## config.mk

```make
export PLATFORM = sky130hd
export DESIGN_NAME = rv_instr_encoder
export DESIGN_NICKNAME = d
export VERILOG_FILES = /design/src/rtl/riscv_enc_pkg.sv /design/src/rtl/rv_instr_pack.sv /design/src/rtl/rv_instr_encoder.sv
export SDC_FILE = /design/constraint.sdc
export NUM_CORES = 1
export LEC_CHECK = 0
export BUFFER_PORTS_ARGS = -buffer_cell sky130_fd_sc_hd__clkbuf_2
export CELL_PAD_IN_SITES_DETAIL_PLACEMENT = 1
export CELL_PAD_IN_SITES_GLOBAL_PLACEMENT = 1
export CORE_UTILIZATION = 28
export CTS_CLUSTER_SIZE = 12
export DETAILED_ROUTE_END_ITERATION = 10
export PLACE_DENSITY_LB_ADDON = 0.3
export SYNTH_ARGS = -nofsm -noshare
export SYNTH_HDL_FRONTEND = slang
export SYNTH_SLANG_ARGS = --single-unit
```

## constraint.sdc

```tcl
create_clock -name clk -period 4.2 [get_ports clk]
set_input_delay 0.21 -clock clk [delete_from_list [all_inputs] [get_ports clk]]
set_output_delay 0.21 -clock clk [all_outputs]
set_load 0.1 [all_outputs]
```

## src/rtl/riscv_enc_pkg.sv

```systemverilog
// Shared RV32I encoder definitions: opcodes, op kinds, ALU codes, FSM states.
// Latency: n/a (declarations only).
// Backpressure: n/a.
package riscv_enc_pkg;

    localparam logic [6:0] OPC_LOAD   = 7'b0000011;
    localparam logic [6:0] OPC_STORE  = 7'b0100011;
    localparam logic [6:0] OPC_RTYPE  = 7'b0110011;
    localparam logic [6:0] OPC_BRANCH = 7'b1100011;
    localparam logic [6:0] OPC_ITYPE  = 7'b0010011;
    localparam logic [6:0] OPC_JAL    = 7'b1101111;

    typedef enum logic [2:0] {
        K_LW    = 3'd0,
        K_SW    = 3'd1,
        K_RTYPE = 3'd2,
        K_BEQ   = 3'd3,
        K_ITYPE = 3'd4,
        K_JAL   = 3'd5
    } op_kind_t;

    // ALU codes as produced by the core's decoder
    localparam logic [2:0] ALU_ADD = 3'b000;
    localparam logic [2:0] ALU_SUB = 3'b001;
    localparam logic [2:0] ALU_AND = 3'b010;
    localparam logic [2:0] ALU_OR  = 3'b011;
    localparam logic [2:0] ALU_SLT = 3'b101;

    typedef logic [1:0] state_t;
    localparam state_t ST_IDLE  = 2'd0;
    localparam state_t ST_RUN   = 2'd1;
    localparam state_t ST_DRAIN = 2'd2;
    localparam state_t ST_DONE  = 2'd3;

    function automatic logic [2:0] alu_funct3(input logic [2:0] alu);
        logic [2:0] f3;
        case (alu)
            ALU_SLT: f3 = 3'b010;
            ALU_OR:  f3 = 3'b110;
            ALU_AND: f3 = 3'b111;
            default: f3 = 3'b000;
        endcase
        return f3;
    endfunction

endpackage

```

## src/rtl/rv_instr_pack.sv

```systemverilog
// Packs decoded op fields into one RV32I word and flags unencodable ops.
// Latency: combinational.
// Backpressure: none.
module rv_instr_pack
    import riscv_enc_pkg::*;
(
    input  logic [2:0]  kind,
    input  logic [2:0]  alu_ctl,
    input  logic [4:0]  rd,
    input  logic [4:0]  rs1,
    input  logic [4:0]  rs2,
    input  logic [31:0] imm,
    output logic [31:0] word,
    output logic        illegal
);

    logic signed [31:0] imm_s;
    logic               in12;
    logic               in13;
    logic               in21;
    logic               alu_ok;
    logic [2:0]         f3;
    logic [6:0]         f7;

    assign imm_s  = $signed(imm);
    assign in12   = (imm_s >= -32'sd2048)    && (imm_s <= 32'sd2047);
    assign in13   = (imm_s >= -32'sd4096)    && (imm_s <= 32'sd4094);
    assign in21   = (imm_s >= -32'sd1048576) && (imm_s <= 32'sd1048574);
    assign alu_ok = (alu_ctl == ALU_ADD) || (alu_ctl == ALU_SUB) || (alu_ctl == ALU_AND) ||
                    (alu_ctl == ALU_OR)  || (alu_ctl == ALU_SLT);
    assign f3     = alu_funct3(alu_ctl);
    assign f7     = (alu_ctl == ALU_SUB) ? 7'b0100000 : 7'b0000000;

    always_comb begin
        word    = '0;
        illegal = 1'b0;
        case (kind)
            K_LW: begin
                word    = {imm[11:0], rs1, 3'b010, rd, OPC_LOAD};
                illegal = !in12;
            end
            K_SW: begin
                word    = {imm[11:5], rs2, rs1, 3'b010, imm[4:0], OPC_STORE};
                illegal = !in12;
            end
            K_RTYPE: begin
                word    = {f7, rs2, rs1, f3, rd, OPC_RTYPE};
                illegal = !alu_ok;
            end
            K_BEQ: begin
                word    = {imm[12], imm[10:5], rs2, rs1, 3'b000, imm[4:1], imm[11], OPC_BRANCH};
                illegal = !in13 || imm[0];
            end
            K_ITYPE: begin
                // there is no subi: negative immediates cover it
                word    = {imm[11:0], rs1, f3, rd, OPC_ITYPE};
                illegal = !alu_ok || (alu_ctl == ALU_SUB) || !in12;
            end
            K_JAL: begin
                word    = {imm[20], imm[10:1], imm[11], imm[19:12], rd, OPC_JAL};
                illegal = !in21 || imm[0];
            end
            default: illegal = 1'b1;
        endcase
    end

endmodule

```

## src/rtl/rv_instr_encoder.sv

```systemverilog
// Streams decoded ops into imem as packed RV32I words at consecutive addresses.
// Latency: 1 cycle from accept to imem write; one op per cycle.
// Backpressure: op_ready low outside RUN and once DEPTH words are written.
module rv_instr_encoder
    import riscv_enc_pkg::*;
#(
    parameter int DEPTH = 64,
    parameter int AW    = $clog2(DEPTH)
) (
    input  logic          clk,
    input  logic          reset,
    input  logic          start,
    input  logic          op_valid,
    output logic          op_ready,
    input  logic          op_last,
    input  logic [2:0]    op_kind,
    input  logic [2:0]    alu_ctl,
    input  logic [4:0]    rd,
    input  logic [4:0]    rs1,
    input  logic [4:0]    rs2,
    input  logic [31:0]   imm,
    output logic          imem_we,
    output logic [AW-1:0] imem_addr,
    output logic [31:0]   imem_wdata,
    output logic          busy,
    output logic          done,
    output logic          err,
    output logic [AW:0]   count
);

    localparam logic [AW:0] CNT_FULL = DEPTH[AW:0];
    localparam logic [AW:0] CNT_ONE  = {{AW{1'b0}}, 1'b1};

    state_t      state;
    logic        accept;
    logic [31:0] word;
    logic        illegal;

    rv_instr_pack u_pack (
        .kind    (op_kind),
        .alu_ctl (alu_ctl),
        .rd      (rd),
        .rs1     (rs1),
        .rs2     (rs2),
        .imm     (imm),
        .word    (word),
        .illegal (illegal)
    );

    assign op_ready = (state == ST_RUN) && (count < CNT_FULL);
    assign accept   = op_valid && op_ready;
    assign busy     = (state != ST_IDLE);
    assign done     = (state == ST_DONE);

    always_ff @(posedge clk) begin
        if (reset) begin
            state      <= ST_IDLE;
            imem_we    <= 1'b0;
            imem_addr  <= '0;
            imem_wdata <= '0;
            err        <= 1'b0;
            count      <= '0;
        end else begin
            imem_we <= 1'b0;
            case (state)
                ST_IDLE: begin
                    if (start) begin
                        state <= ST_RUN;
                        count <= '0;
                        err   <= 1'b0;
                    end
                end
                ST_RUN: begin
                    if (accept) begin
                        // count advances with the write so op_ready sees it next cycle
                        if (illegal) begin
                            err <= 1'b1;
                        end else begin
                            imem_we    <= 1'b1;
                            imem_addr  <= count[AW-1:0];
                            imem_wdata <= word;
                            count      <= count + CNT_ONE;
                        end
                        if (op_last) state <= ST_DRAIN;
                    end
                end
                ST_DRAIN: state <= ST_DONE;
                default:  state <= ST_IDLE;
            endcase
        end
    end

endmodule

```

-- Word-level counts from Yosys, hierarchy flattened
Cells that the tools add are included.
- $lt $le $gt $ge: 7
- reductions and logical operators: 28
- add/subtract/negate cells: 1
- mux-type cells: 17
- eq/ne operators: 17
- bitwise gates (word level): 3
- operator list (kind ; number):
    32-bit one-hot mux with 6 select lines ; 1
    32-bit by 12-bit >= comparator with 1-bit output, second input constant ; 1
    32-bit by 13-bit >= comparator with 1-bit output, second input constant ; 1
    32-bit by 21-bit >= comparator with 1-bit output, second input constant ; 1
    32-bit by 12-bit <= comparator with 1-bit output, second input constant ; 1
    32-bit by 13-bit <= comparator with 1-bit output, second input constant ; 1
    32-bit by 21-bit <= comparator with 1-bit output, second input constant ; 1
    7-bit 2-to-1 mux ; 3
    7-bit one-hot mux with 2 select lines ; 1
    3-bit by 2-bit equality test with 1-bit output, second input constant ; 4
    2-bit != test, second input constant ; 5
    3-bit equality test, second input constant ; 3
    3-bit one-hot mux with 3 select lines ; 1
    1-bit logical OR ; 8
    4-bit AND reduction ; 2
    7-bit by 1-bit adder with 7-bit output, second input constant ; 1
    7-bit < comparator, second input constant ; 1
    3-bit by 1-bit equality test with 1-bit output, second input constant ; 2
    3-bit logical NOT ; 2
    2-bit 2-to-1 mux ; 3
    6-bit 2-to-1 mux ; 1
    2-bit one-hot mux with 3 select lines ; 1
    3-bit AND reduction ; 2
    1-bit logical AND ; 5
    11 further kinds ; 21
- input port bits: 58
- flip-flop bits (word level): 49
- word-level logic and storage cells: 79
- output and inout port bits: 50

-- Depth between registers and ports, before layout
- depth in word-level cells: 12
- mapped depth: 10
- mapped depth without buffers: 8

-- Hierarchy
Synthesis repeated with hierarchy kept, for this count alone.
- cells, all modules: 359
- area, all modules: 2660.1 sq um
- by module, submodules not included (module ; instances ; cells each ; sequential area each (sq um) ; area each (sq um)):
    rv_instr_encoder ; 1 ; 240 ; 980.9 ; 1920.6
    rv_instr_pack ; 1 ; 119 ; 0.0 ; 739.5

-- Least setup slack after synthesis
OpenSTA, ideal clock, no wires.
- path type: register to output
- from: register count[6]
- to: output op_ready
- slack: 1.853 ns
- cell stages (with the launch flop): 2
- arrival time: 2.137 ns
- data required time: 3.990 ns
- path buffers: 0
- cells stage by stage: dfxtp_1 -> nor2b_1
- word-level cells in the longest chain between the ends: 2
- ends and longest elaborated chain (item ; RTL line ; RTL):
    start, declared ; rv_instr_encoder.sv:28 ; output logic [AW:0] count
    start signal, assigned ; rv_instr_encoder.sv:82 ; count <= count + CNT_ONE;
    7-bit < comparator ; rv_instr_encoder.sv:50 ; assign op_ready = (state == ST_RUN) && (count < CNT_FULL);
    1-bit logical AND ; rv_instr_encoder.sv:50 ;
    end, declared ; rv_instr_encoder.sv:14 ; output logic op_ready,
No other way between the ends.

-- Worst setup path after layout
- from: input op_kind[0]
- to: register imem_wdata[21]
- word-level cells in the longest chain between the ends: 5
- elaborated cells on any way between the ends: 11
- classes of those cells: eq/ne: 5; mux: 2; bitwise: 1; reduce/logical: 3
- ends and longest elaborated chain (item ; RTL line ; RTL):
    start, declared ; rv_instr_encoder.sv:16 ; input logic [2:0] op_kind,
    3-bit by 1-bit equality test with 1-bit output / 3-bit logical NOT (equally long branches) ; rv_instr_pack.sv:37 ; case (kind)
    2-bit OR reduction (no line) ; -- ;
    1-bit one-hot mux with 5 select lines ; rv_instr_pack.sv:37 ;
    1-bit NOT (no line) ; -- ;
    3-bit AND reduction (no line) ; -- ;
    end signal, assigned ; rv_instr_encoder.sv:81 ; imem_wdata <= word;
    end, declared ; rv_instr_encoder.sv:24 ; output logic [31:0] imem_wdata,
Several ways; a longest one is shown, not always the timed one.
A chain may end at the register's enable or synchronous reset.

==> flow_summary_export.csv <==
group,metric,value,unit
outcome,outcome,"completed",
finish,diodes,0,
global_routing,antenna_found_initial,0,
flow_run,maxCapViolations,0,
yosys,yosys_warnings,0,
sta,fin_ws,1.41,ns
placed_design,gp_congestion,0.763,
floorplanning,die_x,97.5,um
sta,max_clock_freq,0.358,GHz
yosys,synth.most_common_cell,"nor2_1",
setup_path,critPathLaunch,"op_kind[0]",
pwr,p_leak,1.38,nW
yosys,synthArstFlopShare,0,
setup_path,critPathKind,"primary input to register",
sta,tightest_slew,0.952,ns
placed_design,io_buffers,107,
route,drt_wl_total,8.44,mm
yosys,synth_cell_types,46,
floorplanning,ios,108,
clock_tree,clockRootBuffer,"clkbuf_8",
sta,rsz0062_at_grt,"no",
yosys,ys_seq_area_frac,0.368,
pwr,p_per_area,451,nW/um^2
pwr,peakVddDrop,0.154,mV
clock_tree,hold_buffers,0,
clock_tree,cts_sinks,47,
route,routedWlPerCell,16.2,um
sta,clock-skew-final,0.0102,ns
clock_tree,htree_levels,2,
clock_tree,cts_resized,0,
yosys,synthFlopType,"dfxtp_1",
floorplanning,die_area,9520,sq um
sta,min_period_over_period,0.664,
yosys,synth_edf_count,0,
global_routing,grt_start_max_net_pins,44,
route,dr.pass1.iters,4,
global_routing,grt_usage,0.179,
yosys,synth_cells,319,
setup_path,path_buf_inv,3,
pwr,power_switching_share,0.482,
setup_path,slowest_stage,"nor2_4",
route,drt_iter0_drc,114,
global_routing,grt_pass1_wl,14.0,mm
setup_path,critPathCaptureType,"register",
yosys,synthTopCellsByCount,"nor2_1, dfxtp_1, a21oi_1",
pwr,clockPowerShare,0.190,
yosys,synthAdderAreaFrac,0.0294,
yosys,syn_area,2560,sq um
route,viasPerCell,5.16,
sta,min_period,2.79,ns
route,ant_nets,0,
setup_path,worstSetupStartpointType,"primary input",
yosys,synthMuxAreaShare,0.0587,
placed_design,pre_cts_slack,1.09,ns
yosys,syn_area_per_cell,8.01,sq um
sta,setup-violations-final,0,
finish,fillCellCount,1118,
floorplanning,start_util,0.292,
clock_tree,clockBufferDepth,2,
setup_path,critPathTopFamily,"compound AO/OA/AOI/OAI gates",
worst_hold_path,hp-start,"imm[8]",
sta,hold_viol,0,
clock_tree,post-cts-setup-buffers,0,
route,vias,2689,
worst_hold_path,min_path_type,"primary input to register",
sta,slew_headroom,0.365,
setup_path,arrival,2.99,ns
setup_path,max_stage_delay,0.78,ns
pwr,p_comb_frac,0.462,
yosys,netlist_top_cells_area,"dfxtp_1, nor2_1, mux2i_1",
yosys,synth_largest_area_cell,"dfxtp_1",
route,drc,0,
global_routing,grt-ovfl-total,0,
yosys,synthDominantCellAreaShare,0.368,
setup_path,path_max_fanout,34,
placed_design,hpwl,6.56,mm
finish,areaGrowthSynthToFinish,26.0,%
yosys,synth_simple_gate_area_frac,0.244,
pwr,pwr-share-seq,0.348,
setup_path,required,4.40,ns
clock_tree,clkTransAtPathRegs,0.09,ns
yosys,synth_compound_area_frac,0.234,
clock_tree,cts_tree,"yes",
finish,nNetsFinal,476,
yosys,ys_seq_elements,47,
yosys,synthXorXnorAreaFrac,0.00343,
clock_tree,worstSkewPairLatency,0.31,ns
floorplanning,die_y,97.5,um
sta,tns,0,ns
yosys,syn_nets,383,
yosys,synth_top_family_by_area,"simple AND/OR/NAND/NOR gates",
floorplanning,core-area,8760,sq um
global_routing,grt_pass1_vias,2870,
clock_tree,cts_buffers,5,
finish,drive_above_1_share,0.300,
pwr,p_int,0.751,mW
sta,drv_slew,0,
setup_path,cp_cell_sequence,"clkbuf_2 > inv_1 > a31o_2 > a21oi_1 > o221ai_4 > nor2_4 > buf_4 > nor2_1 > a211oi_1",
pwr,p_sw,0.700,mW
setup_path,worstReg2RegStart,"state[1]$_SDFFE_PP0P_",
floorplanning,rows,34,
sequential cells by signal, indices dropped and copies added, names as in the netlist:
name / cells
imem_addr: 6
state: 2
count: 7
imem_wdata: 30
err: 1
imem_we: 1
power by group through the flow:
stage | sequential [mW] | clock, mW | combinational (mW)
floorplan | 0.686 | 0 | 0.383
global placement | 0.516 | 0 | 0.663
detailed placement | 0.517 | 0 | 0.675
CTS | 0.507 | 0.282 | 0.676
global route | 0.513 | 0.299 | 0.719
finish | 0.506 | 0.275 | 0.671
final cells by class:
cell class                      instances  area, sq um  share of cell area
Timing Repair Buffer                  110          558               0.173
Tap cell                              108          135              0.0420
Sequential cell                        47          941               0.292
Multi-Input combinational cell        235         1460               0.452
Clock buffer                            7         76.3              0.0237
Inverter                               13         48.8              0.0152
Clock inverter                          1         5.00             0.00155
logic make-up after synthesis:
| logic type | after synthesis |
|---|---|
| adders and majority gates | 6 |
| and+or+nand+nor | 130 |
| muxes | 15 |
| xor gates and xnor gates | 1 |
| DFF | 47 |
| buffers and inverters | 37 |
| AOI/OAI and AO/OA | 83 |
per-stage QoR:
step	power, mW	area [sq um]	hold WS, ns	cells	util
after floorplan	1.07	2560	0.362	319	-
after global placement	1.18	3140	0.472	513	0.358
after detailed placement	1.19	3140	0.472	513	0.358
after CTS	1.46	3220	0.156	521	0.368
after global routing	1.53	3220	0.170	521	0.368
final	1.45	3220	0.166	521	0.368
layer usage:
metal  part of all wire  wire (um)  global-route usage  vias to the layer above
li1                   -          -                   -                     1337
met3              0.047        398              0.0367                       11
met1               0.45       3830               0.217                     1266
met5                  0          0                   0                        -
met4              0.013        110              0.0475                        0
met2               0.49       4110               0.320                       75
worst min-delay path: cells and delay by family:
family                 cells  cell delay (ns)
AO/OA/AOI/OAI              1             0.06
AND/OR/NAND/NOR            1             0.06
buffers and inverters      1             0.09
final timing paths:
kind              depth (start not counted)  slack [ns]                     endpoint
hold reg to reg                           1        0.49             err$_SDFFE_PP0P_
setup reg to reg                          9        1.76  imem_wdata[21]$_SDFFE_PP0P_
setup / recovery                          9        1.41  imem_wdata[21]$_SDFFE_PP0P_
hold / removal                            3        0.17  imem_wdata[28]$_SDFFE_PP0P_
cell usage in the layout (no fill, tap or decap), drive strengths merged, types with 6 or more instances in the layout:
master / synthesis / routed
nand2: 10 / 10
dfxtp: 47 / 47
o22ai: 6 / 6
o21ai: 10 / 10
nor3: 15 / 15
nor2: 59 / 59
nor2b: 7 / 7
ha: 6 / 6
a22oi: 11 / 11
nand3: 10 / 10
mux2i: 15 / 15
nor4: 6 / 6
clkbuf: 14 / 114
nand4: 9 / 9
inv: 13 / 13
a211oi: 17 / 17
a21oi: 22 / 22
(Power assumes the default switching activity.)
